===== config.mk =====
export PLATFORM = sky130hd
export DESIGN_NAME = rf_wb_arbiter_flat
export DESIGN_NICKNAME = d
export VERILOG_FILES = /design/src/rtl/rf_wb_arbiter_if.sv /design/src/rtl/rf_wb_arbiter.sv /design/src/flat_wrapper.sv
export SDC_FILE = /design/constraint.sdc
export NUM_CORES = 1
export LEC_CHECK = 0
export CORE_MARGIN = 2
export CORE_UTILIZATION = 50
export DETAILED_ROUTE_END_ITERATION = 16
export PLACE_DENSITY = 0.9
export RECOVER_POWER = 25
export SYNTH_ARGS = -nofsm -noshare
export SYNTH_HDL_FRONTEND = slang
export SYNTH_SLANG_ARGS = --single-unit
export TNS_END_PERCENT = 1

===== constraint.sdc =====
create_clock -name clock -period 11.6 [get_ports clock]
set_input_delay 1.74 -clock clock [delete_from_list [all_inputs] [get_ports clock]]
set_output_delay 1.74 -clock clock [all_outputs]
set_load 0.01 [all_outputs]

===== src/rtl/rf_wb_arbiter_if.sv =====
// Write-back bus between completion producers and the regfile write-back arbiter.
// The master side drives requests; the slave side is the arbiter with its regfile write ports.
interface rf_wb_arbiter_if #(
  parameter int unsigned WIDTH   = 2,
  parameter int unsigned NUM_REQ = 4,
  parameter int unsigned RF_SIZE = 32,
  parameter int unsigned XLEN    = 64
);
  localparam int unsigned IDXW = $clog2(RF_SIZE);

  logic [NUM_REQ-1:0]                req_valid;
  logic [NUM_REQ-1:0][IDXW-1:0]      req_idx;
  logic [NUM_REQ-1:0][XLEN-1:0]      req_data;
  logic [NUM_REQ-1:0]                req_ready;
  logic [WIDTH-1:0]                  wr_en;
  logic [WIDTH-1:0][IDXW-1:0]        wr_idx;
  logic [WIDTH-1:0][XLEN-1:0]        wr_data;

  modport master (
    output req_valid, req_idx, req_data,
    input  req_ready, wr_en, wr_idx, wr_data
  );

  modport slave (
    input  req_valid, req_idx, req_data,
    output req_ready, wr_en, wr_idx, wr_data
  );
endinterface


===== src/rtl/rf_wb_arbiter.sv =====
// Round-robin write-back arbiter: grants up to WIDTH of NUM_REQ results per cycle, one per index.
// Optional macro RF_WB_ZERO_DROP_EN: index-0 results are acknowledged and discarded.
module rf_wb_arbiter #(
  parameter int unsigned WIDTH   = 2,
  parameter int unsigned NUM_REQ = 4,
  parameter int unsigned RF_SIZE = 32,
  parameter int unsigned XLEN    = 64
) (
  input  logic           clock,
  input  logic           reset_n,
  rf_wb_arbiter_if.slave bus_io
);
  localparam int unsigned IDXW = $clog2(RF_SIZE);
  localparam int unsigned PtrW = (NUM_REQ > 1) ? $clog2(NUM_REQ) : 1;

`ifdef RF_WB_ZERO_DROP_EN
  localparam bit ZeroDrop = 1'b1;
`else
  localparam bit ZeroDrop = 1'b0;
`endif

  logic [PtrW-1:0]             rr_q, rr_d;
  logic [WIDTH-1:0]            wr_en_q, wr_en_d;
  logic [WIDTH-1:0][IDXW-1:0]  wr_idx_q, wr_idx_d;
  logic [WIDTH-1:0][XLEN-1:0]  wr_data_q, wr_data_d;
  logic [NUM_REQ-1:0]          grant;

  always_comb begin
    int unsigned sel;
    int unsigned used;
    int unsigned last;
    int unsigned nxt;
    logic        any;
    logic        conflict;
    sel       = 0;
    used      = 0;
    last      = 0;
    nxt       = 0;
    any       = 1'b0;
    conflict  = 1'b0;
    grant     = '0;
    wr_en_d   = '0;
    wr_idx_d  = '0;
    wr_data_d = '0;
    rr_d      = rr_q;
    for (int unsigned j = 0; j < NUM_REQ; j++) begin
      sel = 32'(rr_q) + j;
      if (sel >= NUM_REQ) sel = sel - NUM_REQ;
      // Only ports already filled this cycle take part in the same-index check
      conflict = 1'b0;
      for (int unsigned k = 0; k < WIDTH; k++) begin
        if (wr_en_d[k] && (wr_idx_d[k] == bus_io.req_idx[sel])) conflict = 1'b1;
      end
      if (bus_io.req_valid[sel]) begin
        if (ZeroDrop && (bus_io.req_idx[sel] == '0)) begin
          grant[sel] = 1'b1;
          any        = 1'b1;
          last       = sel;
        end else if ((used < WIDTH) && !conflict) begin
          grant[sel]      = 1'b1;
          wr_en_d[used]   = 1'b1;
          wr_idx_d[used]  = bus_io.req_idx[sel];
          wr_data_d[used] = bus_io.req_data[sel];
          used            = used + 1;
          any             = 1'b1;
          last            = sel;
        end
      end
    end
    if (any) begin
      nxt = last + 1;
      if (nxt >= NUM_REQ) nxt = 0;
      rr_d = PtrW'(nxt);
    end
  end

  always_ff @(posedge clock or negedge reset_n) begin
    if (!reset_n) begin
      rr_q      <= '0;
      wr_en_q   <= '0;
      wr_idx_q  <= '0;
      wr_data_q <= '0;
    end else begin
      rr_q      <= rr_d;
      wr_en_q   <= wr_en_d;
      wr_idx_q  <= wr_idx_d;
      wr_data_q <= wr_data_d;
    end
  end

  // Grants are suppressed while reset is held so no requester sees a phantom transfer
  assign bus_io.req_ready = reset_n ? grant : '0;
  assign bus_io.wr_en     = wr_en_q;
  assign bus_io.wr_idx    = wr_idx_q;
  assign bus_io.wr_data   = wr_data_q;

endmodule


===== src/flat_wrapper.sv =====
// flat-port wrapper written by rule: the top's interface ports become plain ports
module rf_wb_arbiter_flat 
#(
  parameter int unsigned WIDTH   = 2,
  parameter int unsigned NUM_REQ = 4,
  parameter int unsigned RF_SIZE = 32,
  parameter int unsigned XLEN    = 64
)
  (clock, reset_n, bus_io_req_valid, bus_io_req_idx, bus_io_req_data, bus_io_req_ready, bus_io_wr_en, bus_io_wr_idx, bus_io_wr_data);
  rf_wb_arbiter_if #(.WIDTH(WIDTH), .NUM_REQ(NUM_REQ), .RF_SIZE(RF_SIZE), .XLEN(XLEN)) bus_io_i ();
  input  logic clock;
  input  logic reset_n;
  input wire logic [$bits(bus_io_i.req_valid)-1:0] bus_io_req_valid;
  input wire logic [$bits(bus_io_i.req_idx)-1:0] bus_io_req_idx;
  input wire logic [$bits(bus_io_i.req_data)-1:0] bus_io_req_data;
  output wire logic [$bits(bus_io_i.req_ready)-1:0] bus_io_req_ready;
  output wire logic [$bits(bus_io_i.wr_en)-1:0] bus_io_wr_en;
  output wire logic [$bits(bus_io_i.wr_idx)-1:0] bus_io_wr_idx;
  output wire logic [$bits(bus_io_i.wr_data)-1:0] bus_io_wr_data;
  assign bus_io_i.req_valid = bus_io_req_valid;
  assign bus_io_i.req_idx = bus_io_req_idx;
  assign bus_io_i.req_data = bus_io_req_data;
  assign bus_io_req_ready = bus_io_i.req_ready;
  assign bus_io_wr_en = bus_io_i.wr_en;
  assign bus_io_wr_idx = bus_io_i.wr_idx;
  assign bus_io_wr_data = bus_io_i.wr_data;
  rf_wb_arbiter #(.WIDTH(WIDTH), .NUM_REQ(NUM_REQ), .RF_SIZE(RF_SIZE), .XLEN(XLEN)) u_core (.clock(clock), .reset_n(reset_n), .bus_io(bus_io_i));
endmodule

==> flow_metrics.env, run 1 <==
export IMPL_crit_arrival_ns=7.47
export IMPL_hold_path_startpoint="u_core.rr_q[1]$_DFFE_PN0P_"
export IMPL_vias_per_cell=7.24
export IMPL_numClockSinks=142
export IMPL_intPower_mw=2.73
export IMPL_grt_pass1_wl_um=76600
export IMPL_hold_path_depth=2
export IMPL_cts_hold_buf=0
export IMPL_max_freq_mhz=109
export IMPL_p_switching_mw=2.15
export IMPL_htreeDepth=4
export IMPL_avgRoutedWirePerCell_um=26.0
export IMPL_fin_tns_setup_ns=0
export IMPL_r2r_end="u_core.rr_q[1]$_DFFE_PN0P_"
export IMPL_timing_final_crit_period_ns=9.21
export IMPL_r2r_worst_path_cells=21
export IMPL_die_width_um=171
export IMPL_numCtsBuffers=17
export IMPL_syn_avg_cell_area_um2=11.4
export IMPL_grt_antenna_before_repair=3
export IMPL_synthToLayoutAreaGrowth_pct=35.2
export IMPL_met3_usage=0.0819
export IMPL_leakagePower_nw=6.92
export IMPL_clk_pin_slew_ns=0.06
export IMPL_hold_viol_final=0
export IMPL_ioPinCount=426
export IMPL_startpoint="u_core.rr_q[1]$_DFFE_PN0P_"
export IMPL_gp_congestion=0.882
export IMPL_drt_wl_total_um=50800
export IMPL_fp_dieH_um=171
export IMPL_grt_ovfl_total=0
export IMPL_violations="max-capacitance violations, max-slew violations"
export IMPL_drt_iter0_markers=2266
export IMPL_placed_cell_area_um2=18400
export IMPL_tightest_slew_ns=5.43
export IMPL_netlist_area_um2=14000
export IMPL_portBuffers=425
export IMPL_crit_path_end_kind="output port"
export IMPL_worstSetupPathType="flop to output port"
export IMPL_async_reset_ff_frac=1.00
export IMPL_ys_seq_area_frac=0.254
export IMPL_p_per_area_nw_per_um2=257
export IMPL_drv_cap=1
export IMPL_grt_use_total=0.338
export IMPL_grt_max_degree=157
export IMPL_synth_nets=1530
export IMPL_start_util=0.506
export IMPL_cts_resized=0
export IMPL_grt_busiest_layer="met2"
export IMPL_cp_max_fo=82
export IMPL_cts_root_buf="clkbuf_16"
export IMPL_rsz0062_at_grt="false"
export IMPL_clock_skew_ns=0.0198
export IMPL_final_cell_mix="424 x clkdlybuf4s50_1, 224 x mux4_2, 140 x dfrtp_1, 91 x nand2_1, 80 x nor2_1"
export IMPL_first_pass_iters=6
export IMPL_seq_power_share=0.179
export IMPL_use_met1=0.421
export IMPL_clock_path_buffers=2
export IMPL_design_area_um2=19000
export IMPL_combPwrFrac=0.702
export IMPL_slew_violations=88
export IMPL_synth_warnings=0
export IMPL_start_kind="flop"
export IMPL_grt_pass1_vias=13900
export IMPL_synth_distinct_cells=57
export IMPL_hold_path_class="flop to flop"
export IMPL_cts_tree="yes"
export IMPL_ir_drop_mv=0.240
export IMPL_synth_cells=1233
export IMPL_core_area_um2=27700
export IMPL_required_ns=9.86
export IMPL_drc_errors=0
export IMPL_final_nets=1856
export IMPL_clockPowerShare=0.119
export IMPL_row_count=61
export IMPL_post_cts_buffers=0
export IMPL_r2r_start="u_core.rr_q[1]$_DFFE_PN0P_"
export IMPL_fin_crit_sh=0.794
export IMPL_met2_usage=0.529
export IMPL_layout_commonest_cell="clkdlybuf4s50_1"
export IMPL_synth_edff_count=0
export IMPL_whs_endpoint="u_core.rr_q[1]$_DFFE_PN0P_"
export IMPL_dieArea_um2=29400
export IMPL_hpwl_um=33900
export IMPL_status="finished, violations left"
export IMPL_power_share_switching=0.440
export IMPL_final_layout_size_suffix_gt1_frac=0.204
export IMPL_num_vias=14100
export IMPL_synth_top_flop_cell="dfrtp_1"
export IMPL_setup_violations=0
export IMPL_insertion_delay_ns=0.44
export IMPL_maxSlewHeadroom=-2.62
export IMPL_synth_seq_cells=142
export IMPL_r2r_slack_ns=2.64
export IMPL_ant_nets=0
==> synthesized netlist by cell type (3+ instances only) <==
master       n  area, um^2
inv_1       53         199
a221oi_1     6        52.6
dfrtp_1    142        3550
mux2i_1     32         320
o21a_1      23         173
nand4_1      3        18.8
mux2_2      32         360
nand3_1     40         200
buf_2       12        60.1
o21ai_0     65         325
mux4_2     225        5070
buf_1       19        71.3
xor2_1       6        52.6
o2111ai_1    4        35.0
nand2_1     92         345
a22o_1       4        35.0
nor3_1       4        20.0
a221o_1     65         651
a222oi_1    43         430
clkbuf_1    89         334
a211oi_1    26         195
o221ai_1     4        35.0
ha_1        15         188
nor2_1      81         304
and3_1       3        18.8
a22oi_1      6        45.0
xnor2_1      9        78.8
a21oi_1     70         350
nor4bb_1     3        30.0
buf_4       14         105
nor2b_1     11        68.8
==> routing by layer <==
metal | share of wire | up-vias
met3 | 0.12 | 235
met2 | 0.48 | 1296
li1 | - | 5716
met5 | 0.00026 | -
met4 | 0.061 | 2
met1 | 0.34 | 6889
==> kinds of logic (layout without fill, tap and decap cells) <==
| family | after synthesis | in the layout | synth area share |
|---|---|---|---|
| and+or+nand+nor | 247 | 247 | 0.0777 |
| other | 0 | 3 | 0 |
| buffers and inverters | 188 | 527 | 0.0557 |
| DFF | 142 | 142 | 0.254 |
| adders and majority gates | 15 | 15 | 0.0134 |
| muxes | 289 | 289 | 0.410 |
| AOI/OAI and AO/OA | 337 | 337 | 0.180 |
| xor gates and xnor gates | 15 | 15 | 0.00937 |
==> critical path, stage by stage, from the launching register on <==
cell             delay [ns]
dfrtp_4                1.08
inv_1                  0.09
buf_4                  0.30
ha_4                   0.68
mux4_2                 0.33
buf_4                  0.55
nor2b_2                0.26
buf_4                  0.39
a22oi_1                0.16
or3_1                  0.35
o41a_2                 0.78
a2111oi_4              1.06
a221oi_1               0.22
nor2b_1                0.18
clkdlybuf4s50_1        0.55
==> state kept, by name, indices dropped and copies added (netlist names) <==
register and flops:
u_core.bus_io.wr_data 128, u_core.bus_io.wr_idx 10, u_core.bus_io.wr_en 2, u_core.rr_q 2
==> per-stage QoR <==
stage                     hold WS (ns)  std cells  worst slack (ns)   util  power (mW)
after floorplan                   1.01       1233              4.18      -        3.08
after global placement            1.06       1918              3.00  0.663        4.10
after detailed placement          1.11       1918              2.77  0.663        4.21
after CTS                         1.12       1950              2.56  0.684        4.80
after global routing              1.22       1952              1.64  0.684        5.12
final                             1.14       1953              2.39  0.684        4.87
==> how the worst max path moves through the flow <==
stage	to	slack (ns)	cells past startpoint
after global routing	bus_io_req_ready[2]	1.64	4
final	bus_io_req_ready[3]	2.39	14
after CTS	bus_io_req_ready[0]	2.56	14
after global placement	bus_io_req_ready[1]	3.00	12
after detailed placement	u_core.rr_q[1]$_DFFE_PN0P_	2.77	19
after floorplan	u_core.rr_q[0]$_DFFE_PN0P_	4.18	27
==> area by class of cell <==
cell class	instances	area (um^2)
clock inverters	13	153
clock buffers	19	443
diodes	3	7.51
multi-input cells	903	9730
inverters	53	199
flip-flops and latches	142	3560
well taps	378	473
repair buffers	442	4390
fillers	1932	8750
==> power by group through the flow <==
stage | logic, mW | registers (mW) | clock network (mW)
2_1_floorplan | 2.15 | 0.937 | 0
6_report | 3.42 | 0.873 | 0.581
4_1_cts | 3.35 | 0.870 | 0.582
3_5_place_dp | 3.34 | 0.875 | 0
5_1_grt | 3.63 | 0.892 | 0.604
3_3_place_gp | 3.23 | 0.874 | 0
No activity file was read; power rests on OpenSTA's default activity.
==> run 2: changes to the inputs <==
- CORE_UTILIZATION: 50 -> 44
- PLACE_DENSITY: 0.9 -> 0.84
- clock period: 11.6 -> 8.2 ns (I/O delays scaled with it)
==> flow_metrics.env, run 2 (synthesis results as in run 1) <==
export IMPL_crit_chain="inv_1 > buf_4 > ha_4 > mux4_2 > buf_4 > nand2_1 > o21ai_0 > xnor2_1 > o41a_2 > a2111oi_4 > buf_4 > a221oi_1 > nor2b_1 > clkdlybuf4s50_1"
export IMPL_start_kind="flop"
export IMPL_worstSetupPathType="flop to output port"
export IMPL_clock_path_buffers=2
export IMPL_slowest_stage="a2111oi_4"
export IMPL_dieArea_um2=33300
export IMPL_multi_input_area_um2=9730
export IMPL_timing_final_crit_period_ns=7.14
export IMPL_largest_register_ffs=128
export IMPL_numCtsBuffers=17
export IMPL_drt_wl_total_um=51100
export IMPL_final_cell_mix="423 x clkdlybuf4s50_1, 224 x mux4_2, 140 x dfrtp_1, 91 x nand2_1, 80 x nor2_1"
export IMPL_max_freq_mhz=140
export IMPL_crit_arrival_ns=5.91
export IMPL_crit_path_max_incr_delay_ns=0.76
export IMPL_num_vias=13800
export IMPL_hpwl_um=34300
export IMPL_clock_skew_ns=0.00816
export IMPL_hold_slack_ns=0.831
export IMPL_ioPinCount=426
export IMPL_fin_tns_setup_ns=0
export IMPL_cts_resized=0
export IMPL_cpMostUsedCell="buf_4"
export IMPL_insertion_delay_ns=0.44
export IMPL_row_count=65
export IMPL_first_pass_iters=10
export IMPL_regArea_um2=3560
export IMPL_gp_congestion=0.903
export IMPL_final_cells=1983
export IMPL_start_util=0.445
export IMPL_synthToLayoutAreaGrowth_pct=36.1
export IMPL_drv_cap=1
export IMPL_rsz0062_at_grt="false"
export IMPL_required_ns=6.97
export IMPL_drt_iter0_markers=1931
export IMPL_hold_path_class="input port to asynchronous set/reset pin"
export IMPL_violations="max-capacitance violations, max-slew violations"
export IMPL_num_fill_cells=2426
export IMPL_maxSlewHeadroom=-1.21
export IMPL_cts_root_buf="clkbuf_16"
export IMPL_fp_dieH_um=182
export IMPL_cp_max_fo=32
export IMPL_final_layout_size_suffix_gt1_frac=0.206
export IMPL_ant_nets=0
export IMPL_ir_drop_mv=0.218
export IMPL_grt_use_total=0.304
export IMPL_vias_per_cell=6.98
export IMPL_p_per_area_nw_per_um2=366
export IMPL_layout_commonest_cell="clkdlybuf4s50_1"
export IMPL_setup_violations=0
export IMPL_grt_max_degree=150
export IMPL_crit_path_end_kind="output port"
export IMPL_fin_crit_sh=0.871
export IMPL_tightest_slew_ns=3.32
export IMPL_slew_violations=59
export IMPL_grt_pass1_wl_um=78900
export IMPL_hold_viol_final=0
export IMPL_core_area_um2=31500
export IMPL_drc_errors=0
export IMPL_status="finished, violations left"
export IMPL_final_nets=1863
export IMPL_grt_ovfl_total=0
export IMPL_post_cts_buffers=0
export IMPL_cts_hold_buf=0
export IMPL_leakagePower_nw=6.98
export IMPL_cts_tree="yes"
export IMPL_htreeDepth=4
export IMPL_die_width_um=182
export IMPL_grt_antenna_before_repair=2
export IMPL_dp_cells=1949
export IMPL_avgRoutedWirePerCell_um=25.8
export IMPL_portBuffers=425
export IMPL_numClockSinks=142
export IMPL_clk_pin_slew_ns=0.07
export IMPL_grt_pass1_vias=14000
-- run 2: cell types whose count changed in the layout (fill, tap and decap cells not counted), moves of 2 or more --
cell        change
buf_4           +6
inv_6           -3
bufinv_16       +2
clkbuf_1        +2
clkbuf_8        +2
clkinvlp_4      -2
-- run 2: layer usage --
| metal | share of wire | GRT usage |
|---|---|---|
| met5 | 0 | 0 |
| met4 | 0.061 | 0.183 |
| met3 | 0.10 | 0.0603 |
| met2 | 0.48 | 0.484 |
| met1 | 0.35 | 0.385 |
-- run 2: final timing paths --
| path | start | endpoint | slack, ns | cells after the start |
|---|---|---|---|---|
| min in group clock | u_core.rr_q[1]$_DFFE_PN0P_ | u_core.rr_q[1]$_DFFE_PN0P_ | 0.85 | 2 |
| max in group asynchronous | reset_n | u_core.bus_io.wr_data[63]$_DFF_PN0_ | 3.59 | 2 |
| worst max register to register | u_core.rr_q[1]$_DFFE_PN0P_ | u_core.rr_q[0]$_DFFE_PN0P_ | 1.17 | 20 |
| worst min register to register | u_core.rr_q[1]$_DFFE_PN0P_ | u_core.rr_q[1]$_DFFE_PN0P_ | 0.85 | 2 |
| worst min-delay path | reset_n | u_core.bus_io.wr_data[16]$_DFF_PN0_ | 0.83 | 1 |
| worst max-delay path | u_core.rr_q[1]$_DFFE_PN0P_ | bus_io_req_ready[0] | 1.06 | 14 |
-- run 2: area by class of cell --
cell class / count / share of cell area
clock buffers: 23 / 0.0251
flip-flops and latches: 142 / 0.187
diodes: 2 / 0.000262
well taps: 402 / 0.0264
repair buffers: 449 / 0.233
clock inverters: 9 / 0.00820
multi-input cells: 903 / 0.510
inverters: 53 / 0.0104
-- run 2: report_power, final --
group          leakage (nW)  internal, mW  switching [mW]  total (mW)
Clock                 0.300         0.535           0.341       0.876
Combinational          4.92          2.36            2.54        4.90
Sequential             1.76          1.05           0.150        1.20
-- run 2: metrics by stage --
stage	power [mW]	util	cell area, um^2	setup WS [ns]
floorplan	4.36	-	14000	0.778
global placement	5.89	0.586	18400	1.09
detailed placement	6.00	0.586	18400	0.894
CTS	6.91	0.606	19100	1.09
global route	7.37	0.606	19100	0.558
finish	6.98	0.606	19100	1.06
-- run 2: worst max-delay path: cells and delay by family (launching register included) --
family / cells / cell delay (ns)
multiplexers: 1 / 0.69
AND/OR/NAND/NOR: 2 / 0.28
adder cells (fa/ha/maj): 1 / 0.35
flip-flops: 1 / 0.63
AO/OA/AOI/OAI: 4 / 1.59
buffers and inverters: 5 / 1.76
XOR/XNOR: 1 / 0.12
